**config.mk**
```make
export PLATFORM = sky130hd
export DESIGN_NAME = bank_write_ctrl
export DESIGN_NICKNAME = d
export VERILOG_FILES = /design/src/rtl/bank_ctrl_pkg.sv /design/src/rtl/bank_busy_tracker.sv /design/src/rtl/bank_write_ctrl.sv
export SDC_FILE = /design/constraint.sdc
export NUM_CORES = 1
export LEC_CHECK = 0
export BUFFER_PORTS_ARGS = -buffer_cell sky130_fd_sc_hd__buf_2
export CORE_MARGIN = 4
export CORE_UTILIZATION = 40
export CTS_CLUSTER_DIAMETER = 40
export CTS_CLUSTER_SIZE = 14
export DETAILED_ROUTE_END_ITERATION = 7
export PLACE_DENSITY = 0.72
export SLEW_MARGIN = 20
export SYNTH_ARGS = -nofsm -noshare
export SYNTH_HDL_FRONTEND = slang
export SYNTH_HIERARCHICAL = 1
export SYNTH_SLANG_ARGS = --single-unit
```
**constraint.sdc**
```tcl
create_clock -name clk -period 3.3 [get_ports clk]
set_input_delay 0.33 -clock clk [delete_from_list [all_inputs] [get_ports clk]]
set_output_delay 0.33 -clock clk [all_outputs]
set_load 0.1 [all_outputs]
```
**src/rtl/bank_ctrl_pkg.sv**
```systemverilog
// Shared types and constants for the spectrogram channel-memory bank writer and readout.
package bank_ctrl_pkg;

  localparam int unsigned BANK_DEPTH = 200;
  localparam int unsigned ADDR_W     = 9;
  localparam int unsigned IDX_W      = 8;
  localparam int unsigned POST_W     = 8;
  localparam int unsigned DROP_W     = 8;

  typedef logic [IDX_W-1:0] bank_idx_t;
  typedef logic             bank_sel_t;

  // Memory address as seen by the channel-memory banks: {bank, idx}.
  typedef struct packed {
    bank_sel_t bank;
    bank_idx_t idx;
  } wr_addr_t;

  typedef enum logic [1:0] {
    IDLE  = 2'd0,
    FILL  = 2'd1,
    TAIL  = 2'd2,
    STALL = 2'd3
  } wr_state_e;

endpackage

```
**src/rtl/bank_busy_tracker.sv**
```systemverilog
// Per-bank busy flags: set when a bank is handed to readout, cleared by rd_done; set wins.
module bank_busy_tracker (
  input  logic       clk,
  input  logic       reset,
  input  logic [1:0] set,
  input  logic [1:0] rd_done,
  output logic [1:0] busy
);

  logic [1:0] busy_q, busy_d;

  // Next busy state; a same-cycle set overrides the clear.
  always_comb begin
    busy_d = (busy_q & ~rd_done) | set;
  end

  // Busy register.
  always_ff @(posedge clk) begin
    if (reset) begin
      busy_q <= 2'b00;
    end else begin
      busy_q <= busy_d;
    end
  end

  assign busy = busy_q;

endmodule

```
**src/rtl/bank_write_ctrl.sv**
```systemverilog
// Ping-pong write scheduler for the two spectrogram channel-memory banks.
// Optional macro BANK_WRITE_CTRL_DROP_CNT_EN adds drop_clr / drop_cnt (saturating drop counter).
module bank_write_ctrl
  import bank_ctrl_pkg::*;
#(
  parameter int unsigned DATA_W    = 16,
  parameter int unsigned DEPTH     = BANK_DEPTH,
  parameter int unsigned POST_TRIG = 16
) (
  input  logic              clk,
  input  logic              reset,
`ifdef BANK_WRITE_CTRL_DROP_CNT_EN
  input  logic              drop_clr,
  output logic [DROP_W-1:0] drop_cnt,
`endif
  input  logic              trigger,
  input  logic              sample_valid,
  input  logic [DATA_W-1:0] sample_data,
  input  logic [1:0]        rd_done,
  output logic              wr_en,
  output logic [ADDR_W-1:0] wr_addr,
  output logic [DATA_W-1:0] wr_data,
  output logic              bank,
  output logic              bank0_full,
  output logic              bank1_full,
  output logic              memorization_completed,
  output logic [IDX_W-1:0]  idx_final,
  output logic              overflow
);

  localparam bank_idx_t         LAST_IDX  = IDX_W'(DEPTH - 1);
  localparam logic [POST_W-1:0] POST_LAST = POST_W'(POST_TRIG);

  wr_state_e         state_q, state_d;
  bank_idx_t         idx_q, idx_d;
  bank_sel_t         wr_bank_q, wr_bank_d;
  logic [POST_W-1:0] post_q, post_d;

  logic              wr_en_q, wr_en_d;
  wr_addr_t          wr_addr_q, wr_addr_d;
  logic [DATA_W-1:0] wr_data_q, wr_data_d;
  bank_sel_t         bank_q, bank_d;
  logic              full0_q, full0_d;
  logic              full1_q, full1_d;
  logic              comp_q, comp_d;
  bank_idx_t         idx_final_q, idx_final_d;
  logic              overflow_q, overflow_d;

  logic [1:0]        busy;
  logic [1:0]        busy_set_c;
  logic              active_c;
  logic              drop_c;
  logic              last_c;
  bank_sel_t         tgt_c;
  logic [POST_W-1:0] post_inc_c;

  bank_busy_tracker u_busy (
    .clk     (clk),
    .reset   (reset),
    .set     (busy_set_c),
    .rd_done (rd_done),
    .busy    (busy)
  );

  // Next-state, write generation, bank switching and completion.
  always_comb begin
    state_d     = state_q;
    idx_d       = idx_q;
    wr_bank_d   = wr_bank_q;
    post_d      = post_q;
    wr_en_d     = 1'b0;
    wr_addr_d   = wr_addr_q;
    wr_data_d   = wr_data_q;
    bank_d      = bank_q;
    full0_d     = 1'b0;
    full1_d     = 1'b0;
    comp_d      = 1'b0;
    idx_final_d = idx_final_q;
    overflow_d  = overflow_q;
    busy_set_c  = 2'b00;
    active_c    = 1'b0;
    drop_c      = 1'b0;
    last_c      = 1'b0;
    tgt_c       = wr_bank_q;
    post_inc_c  = post_q + POST_W'(1);

    unique case (state_q)
      IDLE: begin
        if (trigger) begin
          if (!busy[wr_bank_q]) begin
            active_c = 1'b1;
          end else if (!busy[~wr_bank_q]) begin
            active_c = 1'b1;
            tgt_c    = ~wr_bank_q;
          end else begin
            state_d = STALL;
            drop_c  = sample_valid;
          end
          if (active_c) begin
            state_d   = FILL;
            wr_bank_d = tgt_c;
          end
        end
      end
      FILL, TAIL: begin
        active_c = 1'b1;
        state_d  = trigger ? FILL : TAIL;
      end
      STALL: begin
        if (!busy[wr_bank_q]) begin
          active_c = 1'b1;
          state_d  = trigger ? FILL : TAIL;
        end else begin
          drop_c = sample_valid;
        end
      end
      default: state_d = IDLE;
    endcase

    // The post window counts valid samples seen since the last trigger-high sample.
    if (trigger) begin
      post_d = '0;
    end

    if (drop_c) begin
      overflow_d = 1'b1;
      if (!trigger) begin
        post_d = post_inc_c;
        if (post_inc_c == POST_LAST) begin
          state_d = IDLE;
          post_d  = '0;
        end
      end
    end

    if (active_c && sample_valid) begin
      wr_en_d   = 1'b1;
      wr_addr_d = '{bank: tgt_c, idx: idx_q};
      wr_data_d = sample_data;
      bank_d    = tgt_c;
      idx_d     = idx_q + IDX_W'(1);
      last_c    = !trigger && (post_inc_c == POST_LAST);
      if (!trigger) begin
        post_d = post_inc_c;
      end
      if (idx_q == LAST_IDX) begin
        full0_d           = (tgt_c == 1'b0);
        full1_d           = (tgt_c == 1'b1);
        busy_set_c[tgt_c] = 1'b1;
        wr_bank_d         = ~tgt_c;
        idx_d             = '0;
        if (busy[~tgt_c]) begin
          state_d = STALL;
        end
      end
      if (last_c) begin
        comp_d            = 1'b1;
        idx_final_d       = idx_q;
        busy_set_c[tgt_c] = 1'b1;
        wr_bank_d         = ~tgt_c;
        idx_d             = '0;
        post_d            = '0;
        state_d           = IDLE;
      end
    end
  end

  // State and output registers.
  always_ff @(posedge clk) begin
    if (reset) begin
      state_q     <= IDLE;
      idx_q       <= '0;
      wr_bank_q   <= 1'b0;
      post_q      <= '0;
      wr_en_q     <= 1'b0;
      wr_addr_q   <= '0;
      wr_data_q   <= '0;
      bank_q      <= 1'b0;
      full0_q     <= 1'b0;
      full1_q     <= 1'b0;
      comp_q      <= 1'b0;
      idx_final_q <= '0;
      overflow_q  <= 1'b0;
    end else begin
      state_q     <= state_d;
      idx_q       <= idx_d;
      wr_bank_q   <= wr_bank_d;
      post_q      <= post_d;
      wr_en_q     <= wr_en_d;
      wr_addr_q   <= wr_addr_d;
      wr_data_q   <= wr_data_d;
      bank_q      <= bank_d;
      full0_q     <= full0_d;
      full1_q     <= full1_d;
      comp_q      <= comp_d;
      idx_final_q <= idx_final_d;
      overflow_q  <= overflow_d;
    end
  end

`ifdef BANK_WRITE_CTRL_DROP_CNT_EN
  logic [DROP_W-1:0] drop_cnt_q, drop_cnt_d;

  // Saturating dropped-sample count; a same-cycle clear wins over a drop.
  always_comb begin
    drop_cnt_d = drop_cnt_q;
    if (drop_clr) begin
      drop_cnt_d = '0;
    end else if (drop_c && (drop_cnt_q != {DROP_W{1'b1}})) begin
      drop_cnt_d = drop_cnt_q + DROP_W'(1);
    end
  end

  // Drop counter register.
  always_ff @(posedge clk) begin
    if (reset) begin
      drop_cnt_q <= '0;
    end else begin
      drop_cnt_q <= drop_cnt_d;
    end
  end

  assign drop_cnt = drop_cnt_q;
`endif

  assign wr_en                  = wr_en_q;
  assign wr_addr                = wr_addr_q;
  assign wr_data                = wr_data_q;
  assign bank                   = bank_q;
  assign bank0_full             = full0_q;
  assign bank1_full             = full1_q;
  assign memorization_completed = comp_q;
  assign idx_final              = idx_final_q;
  assign overflow               = overflow_q;

endmodule

```
==> results.md <==
* Outcome: finished, final reports clean
* Initial DRT Pass Iterations at 4
* RSZ-0062 raised after global routing: false
* # hold bufs at CTS at 0
* Synth top cells by count: 67 x nand2_1, 59 x dfxtp_1, 39 x a21oi_1, 27 x nor2_1, 16 x clkbuf_1
* Number of flops mapped to enable cells by yosys at 0
* Synth cell types at 49
* Core Rows at 29
* Sequential power share at between 40% and 50%
* CP max FO at 9
* Setup WS post-layout at between 0.7 and 0.8 ns
* Ys flop type: dfxtp_1
* Largest family of logic cells by synthesized area: simple AND/OR/NAND/NOR gates
* WL final at between 6000 and 7000 microns
* Leading area contributor after synthesis: dfxtp_1
* # Post-CTS Setup Buffers at 0
* Pre-CTS setup slack at around 0.75 ns
* Syn Area/Cell at 8.22 sq um
* Worst EP arrival at about 2.8 ns
* Global-route wire length before repair at roughly 9500 microns
* Avg Vias per Cell at 5.12
* Critical path class: flop to flop
* Count leader, synth: nand2_1
* WP data required at 3.53 ns
* Total track usage at 15.7%
* CTS tree: yes
* Post-synthesis mux area share at ~3.9%
* Synth Register Bits at between 50 and 60
* Largest net degree at the start of global routing at 48
* Hold path startpoint: sample_data[1]
* Inserted Clock Buffers at 9
* Switching power total at roughly 590 uW
* Setup TNS at 0 ns
* Die height at between 80 and 90 microns
* Worst Skew at ~0.0086 ns
* Initial antenna violation count at 0
* Peak Freq at around 0.4 GHz
* Ys async rst share at 0%
* Clk Latency, worst-skew pair at 0.35 ns
* Wirelength per Cell at between 10 and 15 microns
* Total gr overflow at 0
* Simple logic cell fraction of the synthesized area at around a quarter
* DPL Wire Length at between 4000 and 5000 microns
* N_diodes at 0
* Top-area cell type share of the netlist area at 45.2%
* Io pins at 61
* Final min period at 2.55 ns
* Internal power at ~1200 uW
* Initial core utilization at about 40%
* Pwr/cell area at 555 mW/mm^2
* Synth-to-layout area growth at 20.5%
* Final setup fails at 0
* Adder-Cell Fraction of Synth Area at under 10%
* Nature of the critical path endpoint: flop
* Max_slew headroom at around 46%
* Clock Power Share at 38.1%
* Peak VDD IR at approximately 340 uV
* GP Congestion at 0.811
* Tcrit/Tclk final at between 70% and 80%
* Fraction of layout cells with a size suffix above 1 at a little under a quarter
* Max-slew violations at 0
* Final hold vios at 0
* Final design utilization at between 40% and 50%
* Synth top area cells: dfxtp_1 45%, nand2_1 9.6%, a21oi_1 7.5%, nor2_1 3.9%, mux2i_1 3.4%
* Final-stage net count at 400
* Compound-Gate Fraction of Synth Area at around 17%
* Drt drc at 0
* Total die area at around 0.008 sq mm
* Post-Syn Area at ~0.0026 sq mm
* Vias in the first global route at around 2100
* Number of port buffers at 60
* Count of max-cap constraint violations at 0
* Post-synthesis xor/xnor area fraction at between 3 and 4%
* Vias at between 2000 and 2500
* Clk buf depth at 2
* Sequential area share after synthesis at between 40% and 50%
* Total chip power at 1750 uW
* Width of the die at between 80 and 90 microns
* Post-route ant nets at 0
* Core area at roughly 0.0063 sq mm
* Post-synthesis cell count at 318
* Reg2Reg Setup Slack at approximately 0.75 ns
* Startpoint class of the critical path: flop
* CTS root buf: clkbuf_8
* Net Sw Frac at between 30% and 40%
* CTS H-tree depth at 3
* Part of the power in combinational logic at 18.5%
* Origin of the critical flop-to-flop path: post_q[0]
* Initial DRC Count at 124
* Worst Max-Slew Pin Slew at between 0.8 and 0.9 ns
* CP Launch Point: post_q[0]
* Leak Pwr at approximately 0.0012 uW
* CTS clk-pin slew, worst paths at ~0.080 ns
* Clk sinks at between 50 and 60
* Synth warn at 6
* Net count after synthesis at 346
* PostCTS Resize Cnt at 0
* Worst hold path type: input pin to flop
[final cells by class]
class	count	area, sq um
clock buffers	9	124
flip-flops and latches	59	1180
repair buffers	62	315
multi-input cells	233	1330
well taps	77	96.3
inverters	7	26.3
fillers	623	3200
clock inverters	7	77.6
[placed cells by master (no fill, tap or decap), types with 3 or more instances in the layout]
master and count:
nand2_1 67, buf_2 60, dfxtp_1 59, a21oi_1 39, nor2_1 27, nor3_1 11
mux2i_1 9, clkbuf_8 9, inv_1 7, o21ai_0 6, xor2_1 6, nand3_1 6
ha_1 6, nand2b_1 5, a31oi_1 4, xnor2_1 4, nand4_1 4, clkinvlp_4 4
nor4_1 3
[sequential cells by signal (all words and copies together) (netlist names)]
register / cells
memorization_completed: 1
bank: 1
bank0_full: 1
wr_addr: 8
idx_final: 8
idx_q: 8
overflow: 1
post_q: 8
wr_en: 1
bank1_full: 1
state_q: 2
u_busy/busy: 2
wr_data: 16
wr_bank_q: 1
[critical path, cell delays in order (launching register included)]
cell       delay, ns
dfxtp_1         0.43
ha_1            0.25
nand3_2         0.12
o41a_1          0.44
a2111oi_4       0.74
or2_1           0.36
nor2_1          0.09
[power by group through the flow]
stage	clock [uW]	combinational (uW)	sequential (uW)
after floorplan	0	136	901
after global placement	0	320	773
after detailed placement	0	323	774
after CTS	683	324	758
after global routing	711	344	762
final	666	323	758
[routing by layer]
layer,wire length [microns],global-route usage [%],up-vias
met5,0,0,-
met4,63,6.18,0
met3,342,5.96,9
met2,2980,25.6,48
met1,2700,18.7,1075
li1,-,-,1192
[worst paths after layout]
kind | endpoint | cells after the start
setup / recovery | idx_q[5] | 6
hold / removal | wr_data[1] | 3
setup reg to reg | idx_q[5] | 6
hold reg to reg | wr_addr[1] | 2
[per-stage QoR]
step | instances | area, sq um | hold WS (ns)
after detailed placement | 438 | 2950 | 0.444
after CTS | 454 | 3150 | 0.201
after global placement | 438 | 2950 | 0.438
after floorplan | 318 | 2610 | 0.399
after global routing | 454 | 3150 | 0.204
final | 454 | 3150 | 0.215
[cells by family after synthesis]
group,count (synthesis)
AND/OR/NAND/NOR,139
AO/OA/AOI/OAI,68
flip-flops,59
buffers and inverters,26
XOR/XNOR,10
multiplexers,10
adder cells (fa/ha/maj),6
No activity file was read; power rests on OpenSTA's default activity.
